===== src/rtl/mdio_phy_responder.sv =====
// Clause 22 MDIO management target: decodes frames for PHY_ADDR, serves a 32 x 16 register
// file and returns read data on mdio_out/mdio_oen. MDC/MDIO are oversampled on clkin_50.
module mdio_phy_responder #(
    parameter logic [4:0]  PHY_ADDR     = 5'd0,
    parameter int unsigned PREAMBLE_LEN = 32,
    parameter logic [15:0] PHY_ID1      = 16'h0141,
    parameter logic [15:0] PHY_ID2      = 16'h0CC2,
    parameter logic [15:0] STATUS_BASE  = 16'h7949,
    parameter logic [15:0] CTRL_DEFAULT = 16'h1140
) (
    input  logic        clkin_50,
    input  logic        reset,
    input  logic        mdc_in,
    input  logic        mdio_in,
    output logic        mdio_out,
    output logic        mdio_oen,
    input  logic        link_up,
    output logic        wr_strobe,
    output logic [4:0]  wr_addr,
    output logic [15:0] wr_data
);

    localparam int unsigned     PreW   = $clog2(PREAMBLE_LEN + 1);
    localparam logic [PreW-1:0] PreMax = PreW'(PREAMBLE_LEN);

    typedef enum logic [2:0] {
        StIdle, StSt, StOp, StPhy, StReg, StTa, StWrData, StRdData
    } state_e;

    state_e          state_q, state_d;
    logic [2:0]      mdc_sync_q;
    logic [1:0]      mdio_sync_q;
    logic            bit_en, bit_val;
    logic [PreW-1:0] pre_cnt_q, pre_cnt_d;
    logic [4:0]      bit_cnt_q, bit_cnt_d;
    logic [15:0]     shift_q, shift_d;
    logic [4:0]      reg_q, reg_d;
    logic            match_q, match_d;
    logic            rd_q, rd_d;
    logic            oen_q, oen_d;
    logic            out_q, out_d;
    logic            wr_strobe_q, wr_strobe_d;
    logic [4:0]      wr_addr_q, wr_addr_d;
    logic [15:0]     wr_data_q, wr_data_d;
    logic [14:0]     ctrl_q;
    logic [15:0]     regs_q [4:31];
    logic [15:0]     rd_value;
    logic [15:0]     wr_word;

    assign bit_en  = mdc_sync_q[1] & ~mdc_sync_q[2];
    assign bit_val = mdio_sync_q[1];
    assign wr_word = {shift_q[14:0], bit_val};

    // Reg 0 bit 15 (soft reset) is self-clearing, so only bits 14:0 are stored.
    always_comb begin
        rd_value = 16'h0000;
        case (reg_q)
            5'd0:    rd_value = {1'b0, ctrl_q};
            5'd1: begin
                rd_value    = STATUS_BASE;
                rd_value[2] = link_up;
            end
            5'd2:    rd_value = PHY_ID1;
            5'd3:    rd_value = PHY_ID2;
            default: rd_value = regs_q[reg_q];
        endcase
    end

    always_ff @(posedge clkin_50) begin
        if (reset) begin
            state_q <= StIdle;
        end else begin
            state_q <= state_d;
        end
    end

    always_comb begin
        state_d = state_q;
        if (bit_en) begin
            unique case (state_q)
                StIdle:   if (!bit_val && pre_cnt_q == PreMax) state_d = StSt;
                StSt:     state_d = bit_val ? StOp : StIdle;
                StOp:     if (bit_cnt_q == 5'd1) state_d = (shift_q[0] ^ bit_val) ? StPhy : StIdle;
                StPhy:    if (bit_cnt_q == 5'd4) state_d = StReg;
                StReg:    if (bit_cnt_q == 5'd4) state_d = StTa;
                StTa: begin
                    if (rd_q) begin
                        state_d = StRdData;
                    end else if (bit_cnt_q == 5'd1) begin
                        state_d = (shift_q[0] && !bit_val) ? StWrData : StIdle;
                    end
                end
                StWrData: if (bit_cnt_q == 5'd15) state_d = StIdle;
                StRdData: if (bit_cnt_q == 5'd16) state_d = StIdle;
                default:  state_d = StIdle;
            endcase
        end
    end

    always_comb begin
        pre_cnt_d   = pre_cnt_q;
        bit_cnt_d   = bit_cnt_q;
        shift_d     = shift_q;
        reg_d       = reg_q;
        match_d     = match_q;
        rd_d        = rd_q;
        oen_d       = oen_q;
        out_d       = out_q;
        wr_strobe_d = 1'b0;
        wr_addr_d   = wr_addr_q;
        wr_data_d   = wr_data_q;
        if (bit_en) begin
            shift_d   = wr_word;
            bit_cnt_d = (state_d != state_q) ? 5'd0 : bit_cnt_q + 5'd1;
            unique case (state_q)
                StIdle: begin
                    if (!bit_val) begin
                        pre_cnt_d = '0;
                    end else if (pre_cnt_q != PreMax) begin
                        pre_cnt_d = pre_cnt_q + PreW'(1);
                    end
                end
                StOp: if (bit_cnt_q == 5'd1) rd_d = shift_q[0] & ~bit_val;
                StReg: begin
                    if (bit_cnt_q == 5'd4) begin
                        reg_d   = wr_word[4:0];
                        match_d = (shift_q[8:4] == PHY_ADDR);
                    end
                end
                StTa: begin
                    // First TA edge of a read: latch data and start driving TA-2 low.
                    if (rd_q) begin
                        shift_d = rd_value;
                        if (match_q) begin
                            oen_d = 1'b0;
                            out_d = 1'b0;
                        end
                    end
                end
                StWrData: begin
                    if (bit_cnt_q == 5'd15 && match_q && (reg_q == 5'd0 || reg_q >= 5'd4)) begin
                        wr_strobe_d = 1'b1;
                        wr_addr_d   = reg_q;
                        wr_data_d   = wr_word;
                    end
                end
                StRdData: begin
                    if (bit_cnt_q != 5'd16) begin
                        out_d   = match_q & shift_q[15];
                        shift_d = {shift_q[14:0], 1'b0};
                    end
                end
                default: ;
            endcase
            if (state_d == StIdle) begin
                oen_d = 1'b1;
                out_d = 1'b0;
            end
        end
    end

    always_ff @(posedge clkin_50) begin
        if (reset) begin
            mdc_sync_q  <= '0;
            mdio_sync_q <= '0;
            pre_cnt_q   <= '0;
            bit_cnt_q   <= '0;
            shift_q     <= '0;
            reg_q       <= '0;
            match_q     <= 1'b0;
            rd_q        <= 1'b0;
            oen_q       <= 1'b1;
            out_q       <= 1'b0;
            wr_strobe_q <= 1'b0;
            wr_addr_q   <= '0;
            wr_data_q   <= '0;
        end else begin
            mdc_sync_q  <= {mdc_sync_q[1:0], mdc_in};
            mdio_sync_q <= {mdio_sync_q[0], mdio_in};
            pre_cnt_q   <= pre_cnt_d;
            bit_cnt_q   <= bit_cnt_d;
            shift_q     <= shift_d;
            reg_q       <= reg_d;
            match_q     <= match_d;
            rd_q        <= rd_d;
            oen_q       <= oen_d;
            out_q       <= out_d;
            wr_strobe_q <= wr_strobe_d;
            wr_addr_q   <= wr_addr_d;
            wr_data_q   <= wr_data_d;
        end
    end

    always_ff @(posedge clkin_50) begin
        if (reset) begin
            ctrl_q <= CTRL_DEFAULT[14:0];
            for (int i = 4; i < 32; i++) regs_q[i] <= '0;
        end else if (wr_strobe_d) begin
            if (wr_addr_d == 5'd0) begin
                ctrl_q <= wr_data_d[15] ? CTRL_DEFAULT[14:0] : wr_data_d[14:0];
                if (wr_data_d[15]) begin
                    for (int i = 4; i < 32; i++) regs_q[i] <= '0;
                end
            end else begin
                regs_q[wr_addr_d] <= wr_data_d;
            end
        end
    end

    always_comb begin
        mdio_out  = out_q;
        mdio_oen  = oen_q;
        wr_strobe = wr_strobe_q;
        wr_addr   = wr_addr_q;
        wr_data   = wr_data_q;
    end

endmodule


===== config.mk =====
export PLATFORM = sky130hd
export DESIGN_NAME = mdio_phy_responder
export DESIGN_NICKNAME = d
export VERILOG_FILES = /design/src/rtl/mdio_phy_responder.sv
export SDC_FILE = /design/constraint.sdc
export NUM_CORES = 1
export LEC_CHECK = 0
export BUFFER_PORTS_ARGS = -buffer_cell sky130_fd_sc_hd__clkbuf_2
export CORE_ASPECT_RATIO = 0.7
export CORE_MARGIN = 2
export CORE_UTILIZATION = 35
export DETAILED_ROUTE_END_ITERATION = 6
export GPL_TIMING_DRIVEN = 0
export PLACE_DENSITY = 0.51
export SLEW_MARGIN = 40
export SYNTH_ARGS = -nofsm -noshare
export SYNTH_HDL_FRONTEND = slang
export SYNTH_SLANG_ARGS = --single-unit

===== constraint.sdc =====
create_clock -name clkin_50 -period 6.65 [get_ports clkin_50]
set_clock_uncertainty 0.1 [all_clocks]
set_input_delay 0.3325 -clock clkin_50 [delete_from_list [all_inputs] [get_ports clkin_50]]
set_output_delay 0.3325 -clock clkin_50 [all_outputs]
set_load 0.02 [all_outputs]

# Word-level counts from Yosys, hierarchy flattened
# Memory sizes are Yosys's and may differ from the RTL's. A register that Yosys moved wholly into a read port is not among the register bits.
# Cells that the tools add are included.
[classes] n_addsub=2 n_reduce_logical=22 n_shift=0 n_bitwise=34 eq_ne=22 multipliers=0 n_lt_le_gt_ge=1 n_mux=81 n_div=0
[ops] cell="16-bit 2-to-1 mux" n=33
[ops] cell="16-bit case mux with 4 select lines" n=1
[ops] cell="5-bit 2-to-1 mux" n=7
[ops] cell="16-bit case mux with 2 select lines" n=1
[ops] cell="3-bit 2-to-1 mux" n=10
[ops] cell="1-bit OR" n=28
[ops] cell="3-bit case mux with 8 select lines" n=1
[ops] cell="1-bit 2-to-1 mux" n=22
[ops] cell="16-bit OR reduction" n=1
[ops] cell="5-bit logical NOT" n=3
[ops] cell="15-bit 2-to-1 mux" n=1
[ops] cell="3-bit == test (second input constant)" n=4
[ops] cell="6-bit 2-to-1 mux" n=2
[ops] cell="5-bit by 1-bit == test with 1-bit output (second input constant)" n=2
[ops] cell="5-bit by 2-bit == test with 1-bit output (second input constant)" n=2
[ops] cell="3-bit != test (second input constant)" n=3
[ops] cell="3-bit AND reduction" n=3
[ops] cell="6-bit by 1-bit adder with 6-bit output (second input constant)" n=1
[ops] cell="3-bit by 2-bit == test with 1-bit output (second input constant)" n=2
[ops] cell="6-bit == test (second input constant)" n=1
[ops] cell="3-bit logical NOT" n=2
[ops] cell="6-bit != test (second input constant)" n=1
[ops] cell="2-bit nonzero test" n=3
[ops] cell="5-bit by 1-bit adder with 5-bit output (second input constant)" n=1
[ops] cell="other kinds (20)" n=27
[word_totals] input_bits=5 wordCells=178 out_inout_bits=24 ff_bits=81 latch_bits=0 mem_bits_ro=0 ramBits=448 n_memories=1
[memory_table] memory="regs_q" words=28 word_bits=16 rd=1 rd_clocked_by_memory_dff=1 wr=28 line_no="46" rtl="logic [15:0] regs_q [4:31];"

# Logic depth before layout (Yosys ltp)
[depth] depth_word=13 depth_mapped=12 mapped_depth_nobuf=9

# Worst setup path after synthesis
# Ideal clock, no wire load.
[synth_path] path_kind="flip-flop to flip-flop" startpoint="reg bit_cnt_q[2]" endpoint="mem regs_q[9][0] (enable)" slack_ns=3.371 n_path_buf=3 required_ns=6.178 t_arrival_ns=2.808 path_stages_with_launch=11 period_less_slack_ns=3.279 setup_ns=0.372 path_cell_list="dfxtp_1 -> clkbuf_1 -> and3_1 -> ha_1 -> nand3b_1 -> a2111oi_4 -> buf_6 -> mux2i_2 -> nand3_1 -> buf_2 -> nand2_1"
[synth_lines] element="from (decl)" line_no="35" rtl="logic [4:0] bit_cnt_q, bit_cnt_d;"
[synth_lines] element="from (signal assigned)" line_no="181" rtl="bit_cnt_q <= bit_cnt_d;"
[synth_lines] element="to (decl)" line_no="46"

==> impl_metrics.json <==
{
  "async_reset_ff_share_pct": 0,
  "rsz0062_at_grt": "no",
  "post_dp_cell_area_um2": 27800,
  "dp.cells": 2946,
  "dpl.hpwl_um": 64700,
  "initial_core_util_pct": 35.4,
  "clock_path_buffers": 3,
  "crit_arrival_ns": 4.94,
  "status": "complete, no violations",
  "synth.distinct_cells": 69,
  "startpoint_type": "flop",
  "grt_max_degree": 17,
  "synthTopCellsByArea": "edfxtp_1 (59%), mux4_2 (13%), nor2_1 (7.2%), dfxtp_1 (6.6%), mux2i_1 (1.7%)",
  "fmax_mhz": 209,
  "syn_to_final_growth_pct": 13.7,
  "yosys.area.top_type": "edfxtp_1",
  "cp-end-kind": "flop",
  "cts-root-buf": "clkbuf_16",
  "avgSynthCellArea_um2": 13.9,
  "synth_commonest_cells": "edfxtp_1 (512), nor2_1 (497), mux4_2 (152)",
  "vdd_drop_max_mv": 0.208,
  "p_leak_nw": 9.63,
  "tritoncts": "yes",
  "cp.required_ns": 6.82,
  "instances_no_fill": 3054,
  "portBuffers": 27,
  "antenna_found_initial": 0,
  "synthCells": 1878,
  "postCtsHoldBufs": 2,
  "vias": 17200,
  "overflow": 0,
  "pin_count": 29,
  "grt_pass1_vias": 16400,
  "final_layout_size_suffix_gt1_share_pct": 20.7,
  "ys_seq_area_share_pct": 65.6,
  "grt_pass1_wl_um": 125000,
  "row_count": 83,
  "htree_levels": 2,
  "setup_viol": 0,
  "remaining_drc_errors": 0,
  "p_per_area_nw_per_um2": 261,
  "worstMarginPinSlew_ns": 0.856,
  "finalCritPeriodShare_pct": 71.8,
  "antenna-diode-count": 0,
  "firstDrtPassIters": 5,
  "post_drt_wl_per_cell_um": 29.2,
  "synthesis.area_um2": 26100,
  "fp.dieH_um": 232,
  "detail-route-antenna-nets": 0,
  "synth_top_area_share_pct": 59.0,
  "min_path_type": "in2reg",
  "hold_depth": 5,
  "synth-main-ff-cell": "edfxtp_1",
  "power.total_w": 0.00772,
  "clk_latency_ns": 0.65,
  "synth.ff_latch_count": 598,
  "die_w_um": 330,
  "synth_most_common_cell": "edfxtp_1",
  "clkSinkCount": 598,
  "synth-warning-count": 0,
  "cap_viol_max_count": 0,
  "place_congestion": 0.924,
  "synth_edf_count": 512,
  "rr_worst_depth": 10,
  "nets": 2042,
  "die_area_um2": 76700,
  "final.min_clock_period_ns": 4.77,
  "stdcell_area_um2": 29600,
  "grt_usage_pct": 23.4,
  "fillers": 6975,
  "wl_um": 89300,
  "setup-tns-final_ns": 0,
  "path_class": "reg2reg",
  "timing.final.max_slew_violations": 0,
  "relSlewSlack_pct": 42.9,
  "avgViaCountPerCell": 5.63,
  "path_clk_slew_ns": 0.07,
  "coreArea_um2": 73500,
  "post_cts_buffers": 0,
  "cts_resized": 0,
  "crit_fanout": 16,
  "drt_iter0_markers": 2421,
  "hold_violations": 0,
  "cts_buffers": 57
}
## cell type report
cell class / instances / area, µm² / share of cell area (%)
repair buffers: 30 / 166 / 0.562
plain buffers: 163 / 766 / 2.58
inverters: 29 / 109 / 0.367
clock inverters: 38 / 339 / 1.14
flip-flops and latches: 598 / 17100 / 57.7
well taps: 977 / 1220 / 4.13
clock buffers: 68 / 1470 / 4.95
multi-input cells: 1151 / 8460 / 28.5
## through the flow
step / utilization [%] / setup WS [ns] / hold slack, ns
final: 40.3 / 1.88 / 0.159
after global routing: 40.3 / 1.77 / 0.185
after CTS: 40.2 / 1.91 / 0.140
after detailed placement: 37.8 / 1.93 / 0.328
after global placement: 37.6 / 1.65 / 0.322
after floorplan: - / 3.37 / 0.314
## cell families (layout without fill, tap and decap cells)
kind of cell	Yosys count	after routing	share of synthesized area (%)
buffers and inverters	192	328	3.26
flip-flops	598	598	65.6
AO/OA/AOI/OAI	141	141	3.54
other	1	64	0.0144
AND/OR/NAND/NOR	729	729	11.9
adder cells (fa/ha/maj)	7	7	0.336
multiplexers	205	205	15.2
XOR/XNOR	5	5	0.168
## worst max-delay path: stages (launching register included)
cell,delay [ns]
dfxtp_1,0.31
clkbuf_1,0.34
and3_1,0.26
ha_1,0.23
nand3b_1,0.36
nor4_1,0.36
o2bb2ai_1,0.32
nor2_2,0.50
nand3_1,0.55
clkbuf_1,0.47
nand2_2,0.59
## final timing paths
check / from / end / slack (ns)
setup reg to reg: bit_cnt_q[2]$_SDFFE_PP0P_ / regs_q[13][13]$_SDFFCE_PN0P_ / 1.88
hold reg to reg: mdio_sync_q[0]$_SDFF_PP0_ / mdio_sync_q[1]$_SDFF_PP0_ / 0.34
hold / removal: link_up / shift_q[2]$_SDFFE_PP0P_ / 0.16
setup / recovery: bit_cnt_q[2]$_SDFFE_PP0P_ / regs_q[13][13]$_SDFFCE_PN0P_ / 1.88
## layout by cell type, fill, tap and decap left out, drive strengths merged, types with 12 or more instances in the layout
master  count
nor3       13
nand3      35
conb       64
edfxtp    512
buf        76
o21ai      21
dfxtp      86
a21oi      57
mux4      152
mux2i      45
nor2b      12
nor2      510
nand2     100
clkbuf    183
clkinv     26
o211ai     13
inv        30
## flip-flops by register name, indices dropped and copies added (netlist names), 2 cells and up, named ones only
| name | cells |
|---|---|
| wr_addr | 5 |
| regs_q | 512 |
| shift_q | 16 |
| mdc_sync_q | 3 |
| pre_cnt_q | 6 |
| bit_cnt_q | 5 |
| wr_data | 16 |
| reg_q | 5 |
| mdio_sync_q | 2 |
| ctrl_q | 15 |
| state_q | 3 |
## power by group
group / leakage (nW) / internal, W / switching (W) / total, W
sequential: 5.98 / 0.00417 / 0.0000320 / 0.00420
clock: 0.877 / 0.00180 / 0.00149 / 0.00330
combinational: 2.77 / 0.0000598 / 0.000165 / 0.000224
total: 9.63 / 0.00603 / 0.00169 / 0.00772
## metal layers
metal | GRT usage, % | vias to the layer above | share of wire (%)
met5 | 0 | - | 0
met4 | 5.70 | 0 | 2.4
met3 | 6.64 | 130 | 11
met2 | 32.5 | 947 | 41
met1 | 35.8 | 8995 | 45
li1 | - | 7134 | -
Note: power is estimated with default switching activity, not from simulation.
